--- config.mk ---
export PLATFORM = sky130hd
export DESIGN_NAME = mips_fetch_unit
export DESIGN_NICKNAME = d
export VERILOG_FILES = /design/src/rtl/mips_fetch_unit.sv
export SDC_FILE = /design/constraint.sdc
export NUM_CORES = 1
export LEC_CHECK = 0
export ABC_AREA = 0
export ABC_CLOCK_PERIOD_IN_PS = 7600
export CAP_MARGIN = 20
export CORE_ASPECT_RATIO = 1.25
export CORE_MARGIN = 2
export CORE_UTILIZATION = 40
export CTS_CLUSTER_SIZE = 16
export DETAILED_ROUTE_END_ITERATION = 10
export PLACE_DENSITY_LB_ADDON = 0.2
export SETUP_SLACK_MARGIN = 0.2
export SYNTH_ARGS = -nofsm -noshare
export SYNTH_HDL_FRONTEND = slang
export SYNTH_SLANG_ARGS = --single-unit
export TNS_END_PERCENT = 20
--- constraint.sdc ---
create_clock -name clk -period 7.6 [get_ports clk]
set_clock_uncertainty 0.15 [all_clocks]
set_input_delay 2.28 -clock clk [delete_from_list [all_inputs] [get_ports clk]]
set_output_delay 2.28 -clock clk [all_outputs]
set_load 0.05 [all_outputs]
--- src/rtl/mips_fetch_unit.sv ---
`timescale 1ns/1ps
`default_nettype none
// ============================================================================
// Module   : mips_fetch_unit
// Purpose  : Instruction fetch stage for a single-cycle MIPS core. Holds the
//            PC, fetches one word over a req/ready handshake, presents it to
//            decode and computes the next PC from branch/jump controls.
// Options  : FETCH_PERF_CNT_EN adds retired/taken performance counters.
// Revision : 1.0 - initial release
// ============================================================================
module mips_fetch_unit #(
   parameter logic [31:0] RESET_PC = 32'h0000_0000
) (
   input  logic        clk,
   input  logic        rst_n,
   output logic        imem_req,
   output logic [31:0] imem_addr,
   input  logic        imem_ready,
   input  logic [31:0] imem_rdata,
   output logic [31:0] instr,
   output logic [5:0]  opcode,
   output logic        instr_valid,
   input  logic        instr_ack,
   input  logic        beq,
   input  logic        bne,
   input  logic        jump,
   input  logic        zero,
   output logic [31:0] pc,
`ifdef FETCH_PERF_CNT_EN
   output logic [31:0] retired_cnt,
   output logic [31:0] taken_cnt,
`endif
   output logic [31:0] pc_plus4
);

   // The PC is kept word-aligned by storing only bits [31:2].
   localparam logic [29:0] c_reset_pc_word = RESET_PC[31:2];

   typedef enum logic [1:0] {
      S_IDLE  = 2'd0,
      S_REQ   = 2'd1,
      S_VALID = 2'd2
   } state_t;

   state_t      r_state;
   state_t      w_state_next;
   logic [29:0] r_pc_word;
   logic [31:0] r_instr;
   logic        w_load_instr;
   logic        w_load_pc;
   logic        w_taken;
   logic [29:0] w_next_pc_word;

   assign pc        = {r_pc_word, 2'b00};
   assign pc_plus4  = pc + 32'd4;
   assign imem_addr = pc;
   assign instr     = r_instr;
   assign opcode    = r_instr[31:26];

   // Branch resolution: beq/bne both high simply OR their conditions.
   assign w_taken = (beq & zero) | (bne & ~zero);

   // Next-PC selection: jump beats branch, branch beats sequential.
   always_comb begin
      w_next_pc_word = pc_plus4[31:2];
      if (jump) begin
         w_next_pc_word = {pc_plus4[31:28], r_instr[25:0]};
      end else if (w_taken) begin
         w_next_pc_word = pc_plus4[31:2] + {{14{r_instr[15]}}, r_instr[15:0]};
      end
   end

   // State register.
   always_ff @(posedge clk or negedge rst_n) begin
      if (!rst_n) begin
         r_state <= S_IDLE;
      end else begin
         r_state <= w_state_next;
      end
   end

   // Next-state logic and handshake outputs.
   always_comb begin
      w_state_next = r_state;
      imem_req     = 1'b0;
      instr_valid  = 1'b0;
      w_load_instr = 1'b0;
      w_load_pc    = 1'b0;
      case (r_state)
         S_IDLE: begin
            w_state_next = S_REQ;
         end
         S_REQ: begin
            imem_req = 1'b1;
            if (imem_ready) begin
               w_load_instr = 1'b1;
               w_state_next = S_VALID;
            end
         end
         S_VALID: begin
            instr_valid = 1'b1;
            if (instr_ack) begin
               w_load_pc    = 1'b1;
               w_state_next = S_REQ;
            end
         end
         default: begin
            w_state_next = S_IDLE;
         end
      endcase
   end

   // Instruction register: captured on the ready cycle of a request.
   always_ff @(posedge clk or negedge rst_n) begin
      if (!rst_n) begin
         r_instr <= 32'd0;
      end else if (w_load_instr) begin
         r_instr <= imem_rdata;
      end
   end

   // Program counter: advances only when the core acknowledges.
   always_ff @(posedge clk or negedge rst_n) begin
      if (!rst_n) begin
         r_pc_word <= c_reset_pc_word;
      end else if (w_load_pc) begin
         r_pc_word <= w_next_pc_word;
      end
   end

`ifdef FETCH_PERF_CNT_EN
   // Retired and taken-control-transfer counters, wrapping modulo 2^32.
   always_ff @(posedge clk or negedge rst_n) begin
      if (!rst_n) begin
         retired_cnt <= 32'd0;
         taken_cnt   <= 32'd0;
      end else if (w_load_pc) begin
         retired_cnt <= retired_cnt + 32'd1;
         if (jump | w_taken) begin
            taken_cnt <= taken_cnt + 32'd1;
         end
      end
   end
`endif

endmodule
`default_nettype wire

* Word-level counts from Yosys, hierarchy flattened *
Cells that the tools add are included.

operators by class
  add/sub/neg operators = 2
  $mul = 0
  divide/modulo/power cells = 0
  magnitude comparators = 0
  eq/ne operators = 4
  shift operators = 0
  multiplexer cells = 11
  bitwise operators = 4
  reduce and logical (&&, ||, !) cells = 2

operators with widths
  cell                     number
  $mux W30                 2
  $add A32 B3 Y32 const B  1
  $add A30 B30 Y30         1
  $mux W1                  6
  $pmux W2 S3              1
  $mux W2                  2
  $ne A2 B2 Y1 const B     2
  $and A1 B1 Y1            2
  $eq A2 B1 Y1 const B     1
  $eq A2 B2 Y1 const B     1
  $logic_not A2 Y1         1
  $reduce_and A2 Y1        1
  $not A1 Y1               1
  $or A1 B1 Y1             1

storage, ports and cells
  register bits after elaboration = 64
  latch bits = 0
  bits in writable memories = 0
  bits in read-only memories = 0
  input bits = 40
  output and inout bits = 136
  word-level logic and storage cells = 26
  memories = 0

* Depth between registers and ports, before layout *
Gate-level depths: netlist (run 1).

  depth in word-level cells = 5
  mapped depth = 16

* Least setup slack after synthesis (run 1) *
No wires, ideal clock.

  kind = register -> output
  from = register r_pc_word[9]
  to = output pc_plus4[29]
  arrival = 2.923 ns
  required time = 5.170 ns
  setup slack = 2.247 ns
  stages on the path, launching flop included = 8
  buffers on the path = 0
  cell sequence = dfrtp_1 -> and4_4 -> and4_4 -> and4_4 -> and3_4 -> and3_4 -> nand3_4 -> xnor2_1

between the ends
  cells in the longest elaborated chain, start to end = 1

RTL lines
  item                    RTL line  RTL
  start, declared         47        logic [29:0] r_pc_word;
  start signal, assigned  125       r_pc_word <= c_reset_pc_word;
  start signal, assigned  127       r_pc_word <= w_next_pc_word;
  $add A32 B3 Y32         55        assign pc_plus4 = pc + 32'd4;
  end, declared           33        output logic [31:0] pc_plus4

Every way passes these cells.

* Final worst setup path (run 1) *
  from = register r_pc_word[0]
  to = output pc_plus4[28]

Same word-level chain as after synthesis.

==> results of run 1 <==
## layer usage
| metal | vias to the layer above | GRT usage, % |
|---|---|---|
| li1 | 2378 | - |
| met1 | 2370 | 28.75 |
| met2 | 195 | 39.21 |
| met3 | 21 | 3.327 |
| met4 | 0 | 7.906 |
| met5 | - | 0 |
## flip-flops by register name, indices dropped and copies added, names as in the netlist
register	flops
r_state	2
instr	32
r_pc_word	30
## cell type report
| type | instances | area, um2 |
|---|---|---|
| inverter | 9 | 33.78 |
| sequential | 64 | 1602 |
| tap | 171 | 214.0 |
| fill | 1225 | 5978 |
| timing repair buffer | 174 | 1744 |
| multi-input combinational | 469 | 3321 |
| clock inverter | 7 | 55.05 |
| clock buffer | 9 | 225.2 |
## cell usage after synthesis, types with 6 or more instances
cell type   n
ha_1       36
dfrtp_1    64
mux2_2     32
o211ai_1   16
a31oi_1     6
and3_1      6
xnor2_1    34
xor2_1     17
nand2_1    72
buf_4      43
o21ai_0    51
nor2_1     29
nand3_1    16
a21oi_1    33
clkbuf_1   15
a211oi_1    6
a21o_1     17
inv_1       9
## cell families (layout without fill, tap and decap cells)
logic type      after synthesis  after routing
buf+inv                      72            199
flops                        64             64
simple gates                169            169
fa+ha+maj                    37             37
xor+xnor                     52             52
compound gates              169            169
other cells                   1              6
mux                          36             36
## stage by stage
| stage | utilization, % | setup slack, ns |
|---|---|---|
| after floorplan | - | 2.247 |
| after global placement | 52.28 | 2.120 |
| after detailed placement | 52.28 | 2.128 |
| after CTS | 54.41 | 1.731 |
| after global routing | 54.62 | 1.478 |
| final | 54.62 | 1.730 |
## worst max path at each step
stage	startpoint	endpoint	slack, ns	depth (start not counted)
CTS	r_pc_word[0]$_DFFE_PN0P_	pc_plus4[28]	1.73	8
floorplan	r_pc_word[9]$_DFFE_PN0P_	pc_plus4[29]	2.25	7
global placement	r_pc_word[0]$_DFFE_PN0P_	pc_plus4[28]	2.12	8
finish	r_pc_word[0]$_DFFE_PN0P_	pc_plus4[28]	1.73	8
global route	r_pc_word[0]$_DFFE_PN0P_	pc_plus4[28]	1.48	8
detailed placement	r_pc_word[0]$_DFFE_PN0P_	pc_plus4[28]	2.13	8
## layout by cell type, fill, tap and decap left out, drive strengths merged, types with 7 or more instances in the layout
cell,n
xor2,17
a21oi,33
inv,11
ha,36
mux2,32
a21o,17
o21ai,54
nor3,7
nand2,73
clkdlybuf4s50,168
o211ai,16
xnor2,35
nor2,29
a211oi,7
and3,9
clkbuf,9
dfrtp,64
nand3,19
## worst max-delay path, stage by stage (launching register included)
cell and delay [ns]:
dfrtp_1 0.44, ha_1 0.24, inv_1 0.08, nor3_2 0.43, and4_2 0.37, and3_1 0.22
nand4_1 0.19, xnor2_1 0.28, clkdlybuf4s50_1 0.85
==> run_results.csv, run 1 <==
group,metric,value,unit
grt,antenna_found_initial,0,
setup_path,arrival,3.44,ns
timing,max_slew_margin,33.46,%
timing,period_needed,5.870,ns
yosys,synthMuxAreaShare,7.498,%
setup_path,r2r-start,"r_pc_word[0]$_DFFE_PN0P_",
drt,topRoutingLayerUsed,"met4",
yosys,synth_top_family_by_area,"compound AO/OA/AOI/OAI gates",
grt,grt_pass1_vias,4982,
floorplanning,die_w,107.3,um
yosys,synth_area_leaders,"dfrtp_1 30%, ha_1 8.4%, mux2_2 6.7%, buf_4 6.0%, xnor2_1 5.6%",
timing,maxSlewViolCount,0,
floorplanning,ios,176,
setup_path,path_class,"reg -> out",
yosys,synth_top_area_share,29.99,%
timing,worst_pin_slew,0.9946,ns
floorplanning,die_area,14300,um2
yosys,synth_area,5340,um2
floorplanning,die_y,133.2,um
drt,wl_per_cell,17.75,um
yosys,synth_ff_type,"dfrtp_1",
timing,hold_ws,0.3503,ns
place,portBuffers,169,
outcome,status,"complete, no violations",
drt,vias,4964,
finish,drive_gt1_share,10.52,%
cts,cts_root_buf,"clkbuf_16",
cts,cts_tree,"yes",
finish,fin_nets,804,
yosys,yosysSeqAreaShare,29.99,%
cts,cts_sinks,64,
timing,max_freq,170.4,MHz
timing,finalSetupViolations,0,
yosys,synth_edf_count,0,
timing,finalSetupTns,0,ns
yosys,synth-async-reset-ratio,100.0,%
yosys,syn_area_per_cell,8.900,um2
finish,synthToLayoutAreaGrowth,34.72,%
finish,final_cell_area,7194,um2
drt,wl_met1,6731,um
worst_hold_path,whs_endpoint,"r_state[0]$_DFFE_PN0P_",
floorplanning,core_area,13170,um2
cts,cts_max_path_buffers,2,
drt,via_per_inst,5.497,
cts,holdBufCountCts,0,
place,dp.cells,886,
setup_path,cp_max_fo,7,
cts,clkTransAtPathRegs,0.06,ns
grt,grt_use_total,22.69,%
place,gp_congestion,0.8899,
grt,grt.overflow.total,0,
finish,antennaDiodeCount,0,
drt,met2_wirelength,7984,um
worst_hold_path,worstHoldPathCells,1,
place,placed_area,6887,um2
setup_path,worstPathRequired,5.17,ns
yosys,synth_xor_xnor_area_share,8.880,%
grt,grt_start_max_net_pins,65,
yosys,synth_compound_area_share,20.24,%
yosys,ys_ff_latch,64,
drt,drc,0,
worst_hold_path,holdCritPathClass,"reg -> reg",
drt,ant_nets,0,
drt,drt_iter0_markers,255,
yosys,yosys.area_share.simple,16.10,%
floorplanning,num_rows,47,
flow_run,maxCapViolCount,0,
finish,instances_no_fill,903,
timing,rsz0062_at_grt,"no",
yosys,yosys.area_share.adder,8.810,%
drt,first_pass_iters,5,
yosys,synth_cell_types,69,
drt,dr_wl_met3,976,um
timing,period_share,77.23,%
cts,cts_buffers,9,
yosys,yosys_warnings,0,
yosys,synth_cells,600,
yosys,synth_top_area_cell,"dfrtp_1",
cts,postCtsSetupBuffers,0,
timing,hold_viol_final,0,
setup_path,reg2reg_setup_slack,3.30,ns
place,hpwl,11980,um
drt,routed_wl,16030,um
grt,grt_pass1_wl,25740,um
cts,h-tree-depth,3,
cts,clk_latency,0.33,ns
setup_path,critPathLaunchType,"flip-flop",
setup_path,endpoint_kind,"primary output",
setup_path,ff2ff_path_depth,16,
worst_hold_path,hold_start,"r_state[1]$_DFFE_PN0P_",
setup_path,r2r-end,"r_pc_word[27]$_DFFE_PN0P_",
cts,cts_resized,0,
floorplanning,initial_core_util,40.54,%
Power of run 1 is left out: the tool's default activity adds up to more than one toggle a clock period on the data nets, which glitch-free logic cannot reach.
==> inputs of run 2 (changes only) <==
--- a/config.mk
+++ b/config.mk
@@ -6,7 +6,7 @@
 export NUM_CORES = 1
 export LEC_CHECK = 0
 export ABC_AREA = 0
-export ABC_CLOCK_PERIOD_IN_PS = 7600
+export ABC_CLOCK_PERIOD_IN_PS = 5050
 export CAP_MARGIN = 20
 export CORE_ASPECT_RATIO = 1.25
 export CORE_MARGIN = 2
==> constraint.sdc (replaced) <==
create_clock -name clk -period 5.05 [get_ports clk]
set_clock_uncertainty 0.15 [all_clocks]
set_input_delay 1.515 -clock clk [delete_from_list [all_inputs] [get_ports clk]]
set_output_delay 1.515 -clock clk [all_outputs]
set_load 0.05 [all_outputs]
==> run_results.csv, run 2 (synthesis gave the netlist of run 1 again) <==
group,metric,value,unit
timing,period_needed,4.753,ns
timing,period_share,94.11,%
setup_path,cp_max_fo,7,
floorplanning,die_w,107.3,um
drt,routed_wl,16100,um
setup_path,worstSetupStartpoint,"r_pc_word[5]$_DFFE_PN0P_",
drt,vias,4930,
setup_path,path_class,"reg -> out",
timing,finalSetupViolations,0,
flow_run,maxCapViolCount,0,
setup_path,critPathLaunchType,"flip-flop",
floorplanning,die_area,14300,um2
cts,cts_sinks,64,
setup_path,max_stage_delay,0.84,ns
setup_path,arrival,3.09,ns
setup_path,ff2ff_path_depth,17,
grt,grt_pass1_wl,25960,um
worst_hold_path,whs_endpoint,"r_state[0]$_DFFE_PN0P_",
finish,final_common_cell,"clkdlybuf4s50_1",
grt,grt_use_total,22.80,%
grt,grt_pass1_vias,4988,
floorplanning,num_rows,47,
drt,ant_nets,0,
finish,antennaDiodeCount,0,
cts,cts_max_path_buffers,2,
cts,cts_root_buf,"clkbuf_16",
place,portBuffers,169,
grt,grt_start_max_net_pins,55,
finish,largest_reg_flops,32,
floorplanning,die_y,133.2,um
timing,finalSetupTns,0,ns
setup_path,critPathBufInv,1,
floorplanning,ios,176,
grt,grt.overflow.total,0,
place,gp_congestion,0.9019,
cts,clkTransAtPathRegs,0.06,ns
setup_path,r2r-end,"r_pc_word[27]$_DFFE_PN0P_",
finish,fin_nets,809,
setup_path,reg2reg_setup_slack,0.93,ns
cts,postCtsSetupBuffers,0,
timing,rsz0062_at_grt,"yes",
drt,via_per_inst,5.430,
timing,maxSlewViolCount,0,
cts,cts_tree,"yes",
setup_path,crit_family,"simple AND/OR/NAND/NOR gates",
setup_path,cp_slowest_cell,"clkdlybuf4s50_1",
drt,drc,0,
setup_path,r2r-start,"r_pc_word[0]$_DFFE_PN0P_",
timing,hold_viol_final,0,
timing,max_freq,210.4,MHz
floorplanning,initial_core_util,40.54,%
setup_path,path_cells,"nand3_1 > nor3_4 > and4_4 > and3_4 > nand3_2 > xnor2_4 > clkdlybuf4s50_1",
cts,clk_latency,0.33,ns
drt,drt_iter0_markers,328,
timing,worst_pin_slew,1.015,ns
worst_hold_path,hold_start,"r_state[1]$_DFFE_PN0P_",
drt,first_pass_iters,7,
grt,antenna_found_initial,0,
cts,holdBufCountCts,0,
setup_path,endpoint_kind,"primary output",
setup_path,worstPathRequired,3.39,ns
finish,layout_common_cells,"163 x clkdlybuf4s50_1, 72 x nand2_1, 64 x dfrtp_1",
worst_hold_path,worstHoldPathCells,1,
place,hpwl,12180,um
drt,wl_per_cell,17.73,um
finish,synthToLayoutAreaGrowth,35.43,%
timing,max_slew_margin,32.07,%
worst_hold_path,holdCritPathClass,"reg -> reg",
place,placed_area,6924,um2
floorplanning,core_area,13170,um2
finish,final_cell_area,7232,um2
outcome,status,"complete, no violations",
finish,drive_gt1_share,11.53,%
cts,cts_buffers,9,
cts,h-tree-depth,3,
[run 2: routing by layer]
layer  global-route usage (%)  share of wire [%]  wire length [um]  vias up
met4                    5.983                1.6               261        0
li1                         -                  -                 -     2389
met2                    39.63                 50              8099      181
met3                    4.648                6.1               984       17
met5                        0                  0                 0        -
met1                    28.73                 42              6751     2343
[run 2: final cells by class]
class                   count  area (um2)
clock buffers              10       239.0
clock inverters             6       67.56
fillers                  1266        5941
inverters                   9       33.78
multi-input cells         469        3321
flip-flops and latches     64        1602
well taps                 171       214.0
repair buffers            179        1755
[run 2: stage by stage]
step / setup WS, ns / hold WS (ns) / instances / utilization [%]
6_report: 0.2974 / 0.3580 / 908 / 54.90
4_1_cts: 0.1233 / 0.3524 / 908 / 54.88
3_3_place_gp: 0.5419 / 0.3211 / 892 / 52.56
3_5_place_dp: 0.4146 / 0.3439 / 892 / 52.56
2_1_floorplan: 0.2885 / 0.3051 / 605 / -
5_1_grt: 0.1369 / 0.3811 / 908 / 54.90
[run 2: worst max-delay path by stage]
| stage | end | slack [ns] | cells past startpoint |
|---|---|---|---|
| 5_1_grt | pc_plus4[24] | 0.14 | 8 |
| 2_1_floorplan | r_pc_word[27]$_DFFE_PN0P_ | 0.29 | 16 |
| 6_report | pc_plus4[31] | 0.30 | 7 |
| 3_3_place_gp | pc_plus4[29] | 0.54 | 8 |
| 4_1_cts | pc_plus4[27] | 0.12 | 7 |
| 3_5_place_dp | pc_plus4[29] | 0.41 | 8 |
[run 2: timing repair]
action                                 in CTS  in global routing
pin swaps                                   0                  0
endpoints found under the hold margin       0                  0
gates resized for setup                     1                  1
setup endpoints to repair                   2                  6
Power of run 2 is left out for the same reason.
==> RTL edit, RTL diff (config.mk and constraints of run 2) <==
The option `FETCH_PERF_CNT_EN` is turned on by a define.
--- a/src/rtl/mips_fetch_unit.sv
+++ b/src/rtl/mips_fetch_unit.sv
@@ -8,6 +8,8 @@
 // Options  : FETCH_PERF_CNT_EN adds retired/taken performance counters.
 // Revision : 1.0 - initial release
 // ============================================================================
+`define FETCH_PERF_CNT_EN
+
 module mips_fetch_unit #(
    parameter logic [31:0] RESET_PC = 32'h0000_0000
 ) (
Check against the original RTL (old outputs only; new: retired_cnt and taken_cnt): equivalent (Yosys induction, for registers that start in step).
==> RTL edit against run 2 <==
  * Sequential cell count up 64
  * Worst setup slack better by 0.096 ns
  * Cell area up 56%
  * Count of clock-buffer cells in the layout up 7
  * Synthesized cell count up 44%
  * Routed wire length up 52%
  * Area after synthesis up 56%
  * Critical endpoint is now pc_plus4[13]
  * Largest cell class unchanged
==> RTL edit: results <==
{
  "n_all_inverters": 14,
  "dpl.hpwl_mm": 18.3,
  "synth_area_leaders": "dfrtp_1 (38%), xnor2_1 (8.7%), ha_1 (5.7%), mux2_2 (4.6%), buf_4 (3.9%)",
  "vias": 7164,
  "worstHoldStart": "taken_cnt[31]",
  "cts_made_buffers": 17,
  "synth_cell_types": 81,
  "reg2reg_slack_ns": 0.87,
  "track_usage_pct": 22.5,
  "grt_pass1_wl_mm": 39.5,
  "grt_pass1_vias": 7113,
  "nonClockBufferCount": 244,
  "outcome": "finished clean",
  "multi_input_gates": 653,
  "wl_mm": 24.4,
  "min_to": "taken_cnt[31]",
  "drt_iter0_drc": 300,
  "clock_area_share_pct": 5.25,
  "buf_share_pct": 21.7,
  "insertion_delay_ns": 0.43,
  "r2r-start": "r_pc_word[2]",
  "synth_common_cells": "dfrtp_1 (128), xnor2_1 (83), nand2_1 (80)",
  "htreeDepth": 4,
  "nets": 1137,
  "crit_end": "pc_plus4[13]",
  "drive_above_1_share_pct": 10.9,
  "fillCellCount": 1871
}
[RTL edit: cell count changes in the layout (fill, tap and decap cells not counted), moves of 19 or more]
cell and change:
nand4_1 +21, xnor2_1 +49, nand3_1 +29, nor2_1 +19, clkdlybuf4s50_1 +54, dfrtp_1 +64
[RTL edit: stage by stage]
stage                     instance area, sq um  setup WS (ns)  cells  power, W  hold slack [ns]
final                                    11300          0.393   1345   0.00900            0.322
after global routing                     11300          0.220   1345   0.00953            0.338
after CTS                                11300          0.127   1345   0.00905            0.326
after detailed placement                 10700          0.518   1313   0.00779            0.317
after global placement                   10700          0.595   1313   0.00777            0.311
after floorplan                           8380          0.330    866   0.00623            0.347
[RTL edit: cells by family (layout without fill, tap and decap cells)]
group / after synthesis / in the layout / synth area share, %
adder cells (fa/ha/maj): 39 / 39 / 5.93
AO/OA/AOI/OAI: 183 / 183 / 15.0
XOR/XNOR: 111 / 111 / 11.7
AND/OR/NAND/NOR: 276 / 276 / 17.5
buffers and inverters: 85 / 290 / 6.36
multiplexers: 38 / 38 / 5.11
other: 1 / 6 / 0.0449
flip-flops: 128 / 128 / 38.3
[RTL edit: power breakdown]
group | internal, W | leakage (nW) | switching (W) | total [W]
clock | 0.000661 | 0.282 | 0.000558 | 0.00122
sequential | 0.00130 | 1.63 | 0.000379 | 0.00168
combinational | 0.00219 | 2.92 | 0.00391 | 0.00611
[RTL edit: metal layers]
layer  track usage, %  vias to the layer above  part of all wire (%)
li1                 -                     3454                     -
met1             27.9                     3477                    41
met2             39.8                      200                    52
met3             3.76                       33                   4.5
met4             7.08                        0                   1.8
met5                0                        -                     0
[RTL edit: critical path, stage by stage (launching register included)]
cell	delay [ns]
dfrtp_1	0.45
and3_1	0.25
nand3_1	0.16
nor2_1	0.29
nand3_1	0.15
xnor2_1	0.38
clkdlybuf4s50_1	0.89
